File: src/rtl/kamacore_pipeline_reg.sv
// Valid/ready pipeline stage with optional skid slot, stall (hold) and kill (flush).
// Bubbles always present out_ctrl = 0 so downstream never sees a write strobe.
module kamacore_pipeline_reg #(
  parameter int unsigned DATA_WIDTH = 32,
  parameter int unsigned RD_WIDTH   = 5,
  parameter int unsigned CTRL_WIDTH = 8,
  parameter int unsigned SKID_EN    = 1
) (
  input  logic                  clk,
  input  logic                  rst,
  input  logic                  hold,
  input  logic                  flush,
  input  logic                  in_valid,
  output logic                  in_ready,
  input  logic [DATA_WIDTH-1:0] in_data,
  input  logic [RD_WIDTH-1:0]   in_rd,
  input  logic [CTRL_WIDTH-1:0] in_ctrl,
  output logic                  out_valid,
  input  logic                  out_ready,
  output logic [DATA_WIDTH-1:0] out_data,
  output logic [RD_WIDTH-1:0]   out_rd,
  output logic [CTRL_WIDTH-1:0] out_ctrl,
  output logic [1:0]            occupancy
);

  localparam int unsigned EW = DATA_WIDTH + RD_WIDTH + CTRL_WIDTH;

  logic [EW-1:0] head_q, head_d;
  logic [EW-1:0] skid_q, skid_d;
  logic [EW-1:0] in_entry;
  logic [1:0]    occ_q, occ_d;
  logic          ready_int;
  logic          accept;
  logic          dispatch;

  assign in_entry  = {in_data, in_rd, in_ctrl};
  assign out_valid = (occ_q != 2'd0) && !hold && !flush;
  assign {out_data, out_rd} = head_q[EW-1:CTRL_WIDTH];
  assign out_ctrl  = out_valid ? head_q[CTRL_WIDTH-1:0] : '0;
  assign occupancy = occ_q;

  assign accept   = in_valid && ready_int;
  assign dispatch = out_valid && out_ready;

  // Reset only gates the visible port so that the stage advertises ready
  // in the very first cycle after release.
  assign in_ready = ready_int && rst;

  generate
    if (SKID_EN != 0) begin : g_skid
      logic ready_q;

      always_ff @(posedge clk or negedge rst) begin
        if (!rst) begin
          ready_q <= 1'b1;
        end else begin
          ready_q <= (occ_d != 2'd2);
        end
      end

      assign ready_int = ready_q && !hold && !flush;
    end else begin : g_single
      assign ready_int = !hold && !flush && ((occ_q == 2'd0) || out_ready);
    end
  endgenerate

  always_comb begin
    occ_d  = occ_q;
    head_d = head_q;
    skid_d = skid_q;
    if (flush) begin
      occ_d = 2'd0;
    end else if (dispatch) begin
      if (occ_q == 2'd2) begin
        head_d = skid_q;
        occ_d  = 2'd1;
      end else if (accept) begin
        head_d = in_entry;
      end else begin
        occ_d = 2'd0;
      end
    end else if (accept) begin
      if (occ_q == 2'd0) begin
        head_d = in_entry;
        occ_d  = 2'd1;
      end else begin
        skid_d = in_entry;
        occ_d  = 2'd2;
      end
    end
  end

  always_ff @(posedge clk or negedge rst) begin
    if (!rst) begin
      occ_q  <= 2'd0;
      head_q <= '0;
      skid_q <= '0;
    end else begin
      occ_q  <= occ_d;
      head_q <= head_d;
      skid_q <= skid_d;
    end
  end

endmodule

File: config.mk
export PLATFORM = sky130hd
export DESIGN_NAME = kamacore_pipeline_reg
export DESIGN_NICKNAME = d
export VERILOG_FILES = /design/src/rtl/kamacore_pipeline_reg.sv
export SDC_FILE = /design/constraint.sdc
export NUM_CORES = 1
export LEC_CHECK = 0
export BUFFER_PORTS_ARGS = -buffer_cell sky130_fd_sc_hd__buf_2
export CAP_MARGIN = 40
export CORE_UTILIZATION = 43
export DETAILED_ROUTE_END_ITERATION = 8
export GPL_ROUTABILITY_DRIVEN = 1
export PLACE_DENSITY = 0.75
export SLEW_MARGIN = 20
export SYNTH_ARGS = -nofsm -noshare
export SYNTH_HDL_FRONTEND = slang
export SYNTH_SLANG_ARGS = --single-unit
File: constraint.sdc
create_clock -name clk -period 2.6 [get_ports clk]
set_input_delay 0.52 -clock clk [delete_from_list [all_inputs] [get_ports clk]]
set_output_delay 0.52 -clock clk [all_outputs]
set_load 0.05 [all_outputs]
# Yosys cells after proc, flatten, opt, wreduce, memory -nomap -nowiden
# Index checks and enable logic that the tools add are counted.
# op_classes
n_eq_ne,2
mux,12
n_bitwise,3
reduce_logical,16
# ops
operator,count
two-way mux 45 bit,5
two-way mux 2 bit,6
two-way mux 8 bit,1
AND reduction 4 bit,2
nonzero test 2 bit,4
logical AND 1 bit,7
inverter 1 bit,3
"equality test 2 bit, second input constant",1
logical NOT 1 bit,2
logical NOT 2 bit,1
"!= test 2 bit, second input constant",1
# totals
ff_bits,93
in_bits,51
output_inout_bits,49
elab_cells,37

# Depth between registers and ports, before layout
# logic_depth
depth_word,9
ltp_mapped,6
depth_no_buf,4

# Worst setup path after synthesis
# No wires, ideal clock.
# synth_path
kind,register to output
startpoint,"register occ_q[1], in the netlist occupancy[1]"
endpoint,output out_ctrl[0]
t_arrival_ns,1.492
required_time_ns,2.080
setup_slack_ns,0.588
path_stages_with_launch,4
path_buffers,1
cell_sequence,dfrtp_1 -> or2_1 -> buf_2 -> and3_1
# synth_via
elab_chain_len,4
# synth_rtl
item,line_no,rtl
start: declaration,31,"logic [1:0] occ_q, occ_d;"
start signal: assignment,95,occ_q <= 2'd0;
start signal: assignment,99,occ_q <= occ_d;
nonzero test 2 bit,37,assign out_valid = (occ_q != 2'd0) && !hold && !flush;
logical AND 1 bit (2 in a row),37,
two-way mux 8 bit,39,assign out_ctrl = out_valid ? head_q[CTRL_WIDTH-1:0] : '0;
end: declaration,22,"output logic [CTRL_WIDTH-1:0] out_ctrl,"
# No other way between the ends.

# Worst setup path in the final report
# layout_path
startpoint,"register occ_q[1], in the netlist occupancy[1]"
endpoint,output out_ctrl[6]
# Same word-level chain as after synthesis.

==> flow_summary_export.csv <==
group,metric,value,unit
power,report.power.total,4.00,mW
floorplan,core_region_area,9730,µm²
timing,layout_worst_path_cycle_share,82.7,%
power,power.switching_fraction,33.0,%
timing,tightestPinTransition,0.635,ns
synth,synth_most_common_cell,"sky130_fd_sc_hd__dfrtp_1",
timing,finalHoldWorstSlack,0.257,ns
power,p_per_area,825,nW/µm²
worst_setup_path,critical_path.max_fanout,11,
clock_tree,ctsResizeCount,0,
detailed_routing,drt_pre_antenna_iters,6,
timing,fin_tns_setup,0,ns
timing,slew_viol_final,0,
clock_tree,post_cts_hold_buffer_count,0,
power,vdd_drop_max,0.387,mV
clock_tree,cts-root-to-sink-buffers,2,
floorplan,io_pins,100,
timing,report.final.hold_viol_count,0,
timing,worst_slew_margin_rel,57.7,%
power,combinational_fraction_of_design_power,25.7,%
clock_tree,post_cts_buffers,0,
synth,synthDominantAreaCellType,"sky130_fd_sc_hd__dfrtp_1",
synth,synth_seq_cells,93,
final_layout,antenna_cells_inserted,0,
final_layout,drive_gt1_share,40.2,%
worst_setup_path,worst_path_class_setup,"reg -> out",
run_status,status,"finished clean",
synth,yosys_most_used_dff,"sky130_fd_sc_hd__dfrtp_1",
detailed_routing,antenna_violating_nets_post_route,0,
worst_setup_path,worst-endpoint-arrival,1.63,ns
floorplan,initial_utilization,44.0,%
synth,mean_post_synth_cell_area,11.9,µm²
timing,achievable-frequency,465,MHz
worst_hold_path,min-delay-path-class,"in -> async",
timing,grt_setup_unrepaired,"false",
synth,synth-edff-count,0,
final_layout,layout.area.seq,2330,µm²
final_layout,fillCellCount,945,
worst_setup_path,required_time_at_the_worst_slack_endpoint,2.08,ns
floorplan,die_x,102,µm
final_layout,multi_input_comb_area,1570,µm²
grt,grt.total_usage,15.7,%
detailed_routing,post_drt_via_cell_ratio,4.97,
power,static-leakage-power,2.58,nW
floorplan,rows,36,
grt,grt_max_degree,52,
clock_tree,tritoncts,"built",
synth,fraction_of_synthesized_cell_area_taken_by_the_top_area_cell_type,53.7,%
grt,gr-total-overflow,0,
floorplan,fp.dieArea,10400,µm²
timing,final-setup-viol-count,0,
grt,grt_pass1_vias,2659,
grt,grt_most_used_layer,"met2",
detailed_routing,num_vias,2765,
grt,globalRouteMet3Util,3.21,%
place,place.gp.congestion,0.761,
detailed_routing,drc,0,
power,p_switching,1.32,mW
final_layout,design.final.nets,470,
grt,grt_pass1_wl,12600,µm
final_layout,layout-area-overhead-vs-synth,13.3,%
place,dp_hpwl,5200,µm
detailed_routing,wire_length_per_cell,13.9,µm
power,reg_power_share,47.8,%
clock_tree,clk_latency,0.34,ns
synth,synth_common_cells,"sky130_fd_sc_hd__dfrtp_1, sky130_fd_sc_hd__nor2_1, sky130_fd_sc_hd__mux2i_1",
clock_tree,clock_tree.root_cell,"sky130_fd_sc_hd__clkbuf_8",
clock_tree,numCtsBuffers,9,
flow_run,max_cap_violations,0,
synth,synthArstFlopShare,100,%
clock_tree,cts_htree_levels,3,
synth,synthesis.nets,412,
worst_setup_path,timing.critical_path.to_type,"output port",
synth,synthesis.yosys.warnings,0,
clock_tree,cts.reportedPaths.clkPinSlew,0.09,ns
place,port_buffers,99,
synth,netlist_area,4280,µm²
synth,ys_seq_area_share,54.4,%
clock_tree,sinks_on_the_clock_net,93,
synth,post_synth_num_cell_types,24,
detailed_routing,drt_iter0_markers,62,
grt,grt_use_met1,19.4,%
synth,syn-instance-count,361,
floorplan,die_y,102,µm
grt,antenna_found_initial,0,
grt,groute.layer.met2.usage,27.0,%
timing,timing.final.crit_period,2.15,ns
power,internal-power,2.68,mW
detailed_routing,drt-total-wl,7740,µm
timing,finalClockSkew,0.0166,ns
worst_setup_path,worstSetupStartpointType,"flip-flop",
power,clock_power_share,26.5,%
synth,synth_area_leaders,"sky130_fd_sc_hd__dfrtp_1, sky130_fd_sc_hd__mux2_2, sky130_fd_sc_hd__mux2i_1, sky130_fd_sc_hd__buf_4, sky130_fd_sc_hd__a21oi_1",
path summary, 6_finish.rpt:
| check | start | end | slack (ns) | depth (start not counted) |
|---|---|---|---|---|
| setup / recovery | occupancy[1]$_DFF_PN0_ | out_ctrl[6] | 0.45 | 3 |
| hold / removal | rst | skid_q[8]$_DFFE_PN0P_ | 0.26 | 2 |
| setup reg to reg | occupancy[1]$_DFF_PN0_ | head_q[14]$_DFFE_PN0P_ | 0.64 | 5 |
| hold reg to reg | skid_q[15]$_DFFE_PN0P_ | skid_q[15]$_DFFE_PN0P_ | 0.51 | 1 |
| max in group asynchronous | rst | head_q[30]$_DFFE_PN0P_ | 1.85 | 2 |
| min in group clk | in_data[27] | skid_q[40]$_DFFE_PN0P_ | 0.42 | 2 |
power by group through the flow:
stage / logic [mW] / registers (mW) / clock network [mW]
4_1_cts: 1.04 / 1.92 / 1.10
3_3_place_gp: 1.01 / 1.92 / 0
2_1_floorplan: 0.967 / 1.90 / 0
5_1_grt: 1.11 / 1.96 / 1.16
3_5_place_dp: 1.04 / 1.95 / 0
6_report: 1.03 / 1.92 / 1.06
layout by cell type (no fill, tap or decap):
master	synthesis	routed
sky130_fd_sc_hd__nor2_1	48	48
sky130_fd_sc_hd__dfrtp_1	92	92
sky130_fd_sc_hd__clkbuf_1	4	1
sky130_fd_sc_hd__and2_1	1	1
sky130_fd_sc_hd__mux2_2	45	45
sky130_fd_sc_hd__or3_2	0	1
sky130_fd_sc_hd__clkbuf_8	0	11
sky130_fd_sc_hd__inv_1	1	1
sky130_fd_sc_hd__nand3b_1	1	1
sky130_fd_sc_hd__buf_12	0	2
sky130_fd_sc_hd__nand2b_1	2	2
sky130_fd_sc_hd__bufinv_16	0	2
sky130_fd_sc_hd__a21oi_1	45	45
sky130_fd_sc_hd__and4bb_2	1	1
sky130_fd_sc_hd__a211o_1	1	1
sky130_fd_sc_hd__a221oi_4	1	1
sky130_fd_sc_hd__buf_4	41	5
sky130_fd_sc_hd__buf_2	13	98
sky130_fd_sc_hd__o221a_2	1	1
sky130_fd_sc_hd__clkinv_4	0	1
sky130_fd_sc_hd__mux2i_1	46	46
sky130_fd_sc_hd__nand2_1	3	3
sky130_fd_sc_hd__or2_1	1	1
sky130_fd_sc_hd__nor2b_1	1	1
sky130_fd_sc_hd__and3_1	9	9
sky130_fd_sc_hd__dfstp_2	1	1
sky130_fd_sc_hd__maj3_1	1	1
sky130_fd_sc_hd__o211a_2	0	1
cell type report:
cell class,count,share of cell area [%]
flip-flops and latches,93,48.0
multi-input cells,209,32.2
repair buffers,105,11.7
well taps,133,3.43
clock buffers,12,3.20
clock inverters,3,1.42
inverters,1,0.0773
sequential cells by signal, summed over array words and instances, names as in the netlist:
name	cells
skid_q	45
g_skid.ready_q	1
occupancy	2
head_q	45
logic make-up after synthesis:
kind of cell	synth area share [%]
mux	22.6
flops	54.4
compound gates	6.57
buf+inv	9.14
fa+ha+maj	0.234
simple gates	7.13
worst max-delay path: stages, from the launching register on:
cell and delay (ns):
sky130_fd_sc_hd__dfrtp_1 0.43, sky130_fd_sc_hd__or2_1 0.39, sky130_fd_sc_hd__and3_1 0.25, sky130_fd_sc_hd__buf_2 0.21
per-stage QoR:
| step | setup WS, ns | std cells | util, % | cell area [µm²] |
|---|---|---|---|---|
| after global routing | 0.360 | 556 | 49.9 | 4860 |
| after floorplan | 0.588 | 361 | - | 4280 |
| after detailed placement | 0.521 | 541 | 47.6 | 4630 |
| after CTS | 0.430 | 556 | 49.9 | 4860 |
| after global placement | 0.566 | 541 | 47.6 | 4630 |
| final | 0.450 | 556 | 49.9 | 4860 |
metal layers:
| metal | routed length (µm) | share of wire [%] |
|---|---|---|
| met5 | 0 | 0 |
| met4 | 142 | 1.8 |
| met2 | 3830 | 49 |
| met3 | 319 | 4.1 |
| met1 | 3450 | 45 |
No activity file was read; power rests on OpenSTA's default activity.
